<file path="config.mk">
export PLATFORM = sky130hd
export DESIGN_NAME = wb_stage
export DESIGN_NICKNAME = d
export VERILOG_FILES = /design/src/rtl/wb_stage.sv
export SDC_FILE = /design/constraint.sdc
export NUM_CORES = 1
export LEC_CHECK = 0
export BUFFER_PORTS_ARGS = -buffer_cell sky130_fd_sc_hd__buf_2
export CAP_MARGIN = 20
export CORE_UTILIZATION = 50
export CTS_BUF_LIST = sky130_fd_sc_hd__clkbuf_2
export CTS_CLUSTER_DIAMETER = 30
export DETAILED_ROUTE_END_ITERATION = 8
export PLACE_DENSITY_LB_ADDON = 0.25
export SETUP_SLACK_MARGIN = 0.02
export SYNTH_ARGS = -nofsm -noshare
export SYNTH_HDL_FRONTEND = slang
export SYNTH_SLANG_ARGS = --single-unit
</file>
<file path="constraint.sdc">
create_clock -name clk -period 4.33 [get_ports clk]
set_input_delay 0.866 -clock clk [delete_from_list [all_inputs] [get_ports clk]]
set_output_delay 0.866 -clock clk [all_outputs]
set_load 0.01 [all_outputs]
</file>
<file path="src/rtl/wb_stage.sv">
// Writeback stage: buffers completed instructions from MEM in a small FIFO,
// aligns/extends load data on entry, and drives the single register-file write port.
module wb_stage #(
    parameter int DEPTH = 2,
    parameter int XLEN  = 64
) (
    input  logic            clk,
    input  logic            rst,
    input  logic            mem_valid_i,
    output logic            mem_ready_o,
    input  logic            mem_we_i,
    input  logic [4:0]      mem_rd_i,
    input  logic            mem_is_load_i,
    input  logic [2:0]      mem_funct3_i,
    input  logic [2:0]      mem_addr_lo_i,
    input  logic [XLEN-1:0] mem_data_i,
    input  logic            wb_stall_i,
    output logic            we_o,
    output logic [4:0]      waddr_o,
    output logic [XLEN-1:0] wdata_o,
    output logic            fwd_valid_o,
    output logic [4:0]      fwd_rd_o,
    output logic [XLEN-1:0] fwd_data_o,
    output logic [63:0]     retire_cnt_o,
    output logic            load_err_o
);

    localparam int AW = $clog2(DEPTH);

    typedef struct packed {
        logic            we;
        logic [4:0]      rd;
        logic [XLEN-1:0] data;
    } wb_ent_t;

    wb_ent_t         fifo_q [DEPTH];
    wb_ent_t         head;
    logic [AW-1:0]   wr_ptr, rd_ptr;
    logic [AW:0]     count;
    logic            full, empty, enq, deq, load_bad;
    logic [XLEN-1:0] final_data;
    logic [7:0]      ld_b;
    logic [15:0]     ld_h;
    logic [31:0]     ld_w;

    // Sub-size address bits are dropped by the slice offsets; no misalignment check here.
    assign ld_b = mem_data_i[{mem_addr_lo_i, 3'b000} +: 8];
    assign ld_h = mem_data_i[{mem_addr_lo_i[2:1], 4'b0000} +: 16];
    assign ld_w = mem_data_i[{mem_addr_lo_i[2], 5'b00000} +: 32];

    always_comb begin
        final_data = mem_data_i;
        if (mem_is_load_i) begin
            unique case (mem_funct3_i)
                3'b000: final_data = {{(XLEN-8){ld_b[7]}}, ld_b};
                3'b001: final_data = {{(XLEN-16){ld_h[15]}}, ld_h};
                3'b010: final_data = {{(XLEN-32){ld_w[31]}}, ld_w};
                3'b011: final_data = mem_data_i;
                3'b100: final_data = {{(XLEN-8){1'b0}}, ld_b};
                3'b101: final_data = {{(XLEN-16){1'b0}}, ld_h};
                3'b110: final_data = {{(XLEN-32){1'b0}}, ld_w};
                3'b111: final_data = '0;
            endcase
        end
    end

    assign load_bad    = mem_is_load_i && (mem_funct3_i == 3'b111);
    assign full        = (count == (AW+1)'(DEPTH));
    assign empty       = (count == '0);
    assign mem_ready_o = rst && !full;
    assign enq         = mem_valid_i && mem_ready_o;
    assign deq         = !empty && !wb_stall_i;
    assign head        = fifo_q[rd_ptr];

    always_ff @(posedge clk or negedge rst) begin
        if (!rst) begin
            wr_ptr       <= '0;
            rd_ptr       <= '0;
            count        <= '0;
            retire_cnt_o <= '0;
            load_err_o   <= 1'b0;
        end else begin
            if (enq) wr_ptr <= wr_ptr + 1'b1;
            if (deq) begin
                rd_ptr       <= rd_ptr + 1'b1;
                retire_cnt_o <= retire_cnt_o + 64'd1;
            end
            if (enq && !deq)      count <= count + 1'b1;
            else if (!enq && deq) count <= count - 1'b1;
            if (enq && load_bad) load_err_o <= 1'b1;
        end
    end

    // Payload storage needs no reset: it is only observed through a non-zero count.
    always_ff @(posedge clk) begin
        if (enq) fifo_q[wr_ptr] <= '{we: mem_we_i, rd: mem_rd_i, data: final_data};
    end

    assign fwd_valid_o = !empty && head.we && (head.rd != 5'd0);
    assign fwd_rd_o    = empty ? 5'd0 : head.rd;
    assign fwd_data_o  = empty ? '0 : head.data;
    assign we_o        = fwd_valid_o && !wb_stall_i;
    assign waddr_o     = fwd_rd_o;
    assign wdata_o     = fwd_data_o;

endmodule

</file>
==> impl_summary.log <==
INFO  metric final_period_minus_worst_setup_slack = approximately 3.6 ns
INFO  metric worst_hold_path_type = in2reg
INFO  metric grt_util_all_layers = 0.249
INFO  metric layout.filler_cells = 1818
INFO  metric final-setup-viol-count = 0
INFO  metric detail_route.wl_per_cell = 19.1 µm
INFO  metric dp.final_hpwl = 20000 µm
INFO  metric max_clock_freq = between 0.2 and 0.3 GHz
INFO  metric crit_path_end_kind = output port
INFO  metric core_region_area = between 20000 and 25000 µm²
INFO  metric cts-hold-fix-buffers = 0
INFO  metric commonest_non_fill_non_tap_cells_in_the_layout = sky130_fd_sc_hd__buf_2 (286), sky130_fd_sc_hd__edfxtp_1 (140), sky130_fd_sc_hd__mux2i_1 (104)
INFO  metric design.portCount = 287
INFO  metric antenna_left = 0
INFO  metric worstPathArrival = 2.70 ns
INFO  metric initial_core_util = 0.512
INFO  metric largest_net_degree_at_the_start_of_global_routing = between 70 and 80
INFO  metric die_w = 149 µm
INFO  metric die_footprint = 22200 µm²
INFO  metric tritoncts.num_buffers = 56
INFO  metric clkLatencyLatePin = 0.84 ns
INFO  metric postCtsSetupBuffers = 0
INFO  metric initial_antenna_violation_count = 2
INFO  metric post_synth_main_area_contributors = sky130_fd_sc_hd__edfxtp_1 (39%), sky130_fd_sc_hd__dfrtp_1 (16%), sky130_fd_sc_hd__mux2i_1 (9.6%), sky130_fd_sc_hd__buf_4 (4.9%), sky130_fd_sc_hd__nor2_1 (3.5%)
INFO  metric stdcell_area = 12500 µm²
INFO  metric kind_of_start_point_of_the_critical_path = register
INFO  metric yosys_most_used_dff = sky130_fd_sc_hd__edfxtp_1
INFO  metric vias = 8094
INFO  metric final.setup_skew = ~0.083 ns
INFO  metric post_layout_nets = roughly 1200
INFO  metric multi_input_area = about 4100 µm²
INFO  metric power.ir.vdd_worst = 0.296 mV
INFO  metric mostFrequentLayoutCell = sky130_fd_sc_hd__buf_2
INFO  metric final-hold-violation-count = 0
INFO  metric grt_pass1_vias = 7592
INFO  metric setup-tns-final = 0 ns
INFO  metric resize_count_post_cts = 0
INFO  metric gpl.final_weighted_congestion = 0.901
INFO  metric power_density = 502 nW/µm²
INFO  metric crit_path_end = wdata_o[31]
INFO  metric timing.setup.critical_path_class = reg2out
INFO  metric syn_avg_cell_area = 11.9 µm²
INFO  metric grt_setup_unrepaired = false
INFO  metric critical_path_required = 3.46 ns
INFO  metric finalHoldWorstSlack = 0.219 ns
INFO  metric ctsLongestPathBuffers = 3
INFO  metric tritoncts_clock_tree = built
INFO  metric syn_inst = approximately 900
INFO  metric top_cell_type_s_share_of_synthesized_area = 0.389
INFO  metric num_rows = 53
INFO  metric viasPerCell = between 5 and 6
INFO  metric reg2reg_setup_slack = 2.06 ns
INFO  metric gr-total-overflow = 0
INFO  metric clk_pin_slew = approximately 0.090 ns
INFO  metric maxSlewHeadroom = 0.318
INFO  metric timing.max_cap.violations = 0
INFO  metric root_buffer = sky130_fd_sc_hd__clkbuf_2
INFO  metric chipHeight = 149 µm
INFO  metric r2r-end = retire_cnt_o[58]
INFO  metric timing.final.crit_share = 0.822
INFO  metric area.growth.synth_to_final = 15.8%
INFO  metric final_layout_size_suffix_gt1_frac = 0.358
INFO  metric number_of_pins_with_negative_max_slew_slack_in_the_final_report = 0
INFO  metric seqCellArea = around 5900 µm²
INFO  metric critical_path.reg2reg.startpoint = retire_cnt_o[25]
INFO  metric asyncSetResetFlopFracSynth = 0.330
INFO  metric numClockSinks = 209
INFO  metric grt_pass1_wl = 41700 µm
INFO  metric io_buffers = 286
INFO  metric yosys_warnings = 0
INFO  metric path_max_fanout = 47
INFO  metric yosysSeqAreaShare = 0.549
INFO  metric synth.distinct_cells = 52
INFO  metric placed_area = 12000 µm²
INFO  metric tightestPinTransition = approximately 1.0 ns
INFO  metric r2r_cells = 5
INFO  metric worst_setup_path_startpoint = rd_ptr
INFO  metric cts-htree-levels = 2
INFO  metric synth.net_count = 987
INFO  metric yosys_register_bits = 209
INFO  metric route.detailed.drc = 0
INFO  metric leakage = 5.99 nW
INFO  metric detailedRoute.firstIterationViolations = 541
INFO  metric total_routed_wirelength = 27800 µm
INFO  metric run_status = completed
INFO  metric synth.cell_area = 10800 µm²
INFO  metric synth_top_area_cell = sky130_fd_sc_hd__edfxtp_1
INFO  metric synth-edff-count = 140
INFO  metric drtPass1Iterations = 5
report_power, final:
| group | total (W) | internal (W) | switching [W] |
|---|---|---|---|
| Sequential | 0.00261 | 0.00240 | 0.000209 |
| Combinational | 0.00234 | 0.000961 | 0.00138 |
| Clock | 0.00132 | 0.000530 | 0.000791 |
| Total | 0.00628 | 0.00389 | 0.00238 |
worst min-delay path by stage:
stage	startpoint	to	slack (ns)	cells past startpoint
floorplan	wr_ptr	wr_ptr	0.48	1
detailed placement	load_err_o	load_err_o	0.46	1
finish	mem_rd_i[1]	fifo_q[1][65]	0.22	1
global placement	retire_cnt_o[63]	retire_cnt_o[63]	0.45	1
CTS	mem_rd_i[1]	fifo_q[1][65]	0.15	1
global route	mem_rd_i[1]	fifo_q[1][65]	0.16	1
cells by family (layout without fill, tap and decap cells):
group                    after synthesis  count (layout)  share of synthesized area
AO/OA/AOI/OAI                         66              66                     0.0493
XOR/XNOR                              68              68                     0.0552
adder cells (fa/ha/maj)                2               2                    0.00232
buffers and inverters                130             406                     0.0707
flip-flops                           209             209                      0.549
multiplexers                         123             123                      0.134
other                                  0               1                          0
AND/OR/NAND/NOR                      306             306                      0.139
flip-flops by register name (all words and copies together) (netlist names):
name          count
fifo_q          140
retire_cnt_o     64
count             2
load_err_o        1
rd_ptr            1
wr_ptr            1
synth_stat cells, drive strengths merged (3+ instances only):
cell type    n
and4         4
and2         6
mux4        16
a221o       17
nor4         8
o22ai       14
nor2b        3
nand2       95
inv         15
buf         88
xnor2       29
dfrtp       69
xor2        39
and3         8
nand3       22
o21ai        9
nand4       22
a22oi        8
a211o        8
nor2       101
nor3        33
clkbuf      27
mux2i      105
edfxtp     140
critical path: stages, from the launching register on:
cell and delay (ns):
sky130_fd_sc_hd__dfrtp_4 0.97, sky130_fd_sc_hd__buf_4 0.41, sky130_fd_sc_hd__mux2i_1 0.25, sky130_fd_sc_hd__nor2_1 0.09
sky130_fd_sc_hd__buf_2 0.19
metrics by stage:
step | cells | total power, W | setup slack, ns | util
6_report | 1456 | 0.00628 | 0.769 | 0.593
5_1_grt | 1456 | 0.00667 | 0.540 | 0.593
4_1_cts | 1455 | 0.00636 | 0.630 | 0.593
3_5_place_dp | 1361 | 0.00503 | 1.24 | 0.569
3_3_place_gp | 1361 | 0.00500 | 1.28 | 0.569
2_1_floorplan | 904 | 0.00441 | 0.588 | -
layer usage:
layer | vias to the layer above | global-route usage | wire (µm)
li1 | 3720 | - | -
met1 | 3911 | 0.321 | 11200
met2 | 401 | 0.403 | 13400
met3 | 60 | 0.0523 | 2260
met4 | 2 | 0.111 | 922
met5 | - | 0 | 10
final cells by class:
class                   count  share of cell area
inverters                  15             0.00451
multi-input cells         565               0.331
clock inverters            20             0.00941
well taps                 275              0.0275
diodes                      1            0.000200
clock buffers              74              0.0296
flip-flops and latches    209               0.475
repair buffers            297               0.123
(Power assumes the default switching activity.)
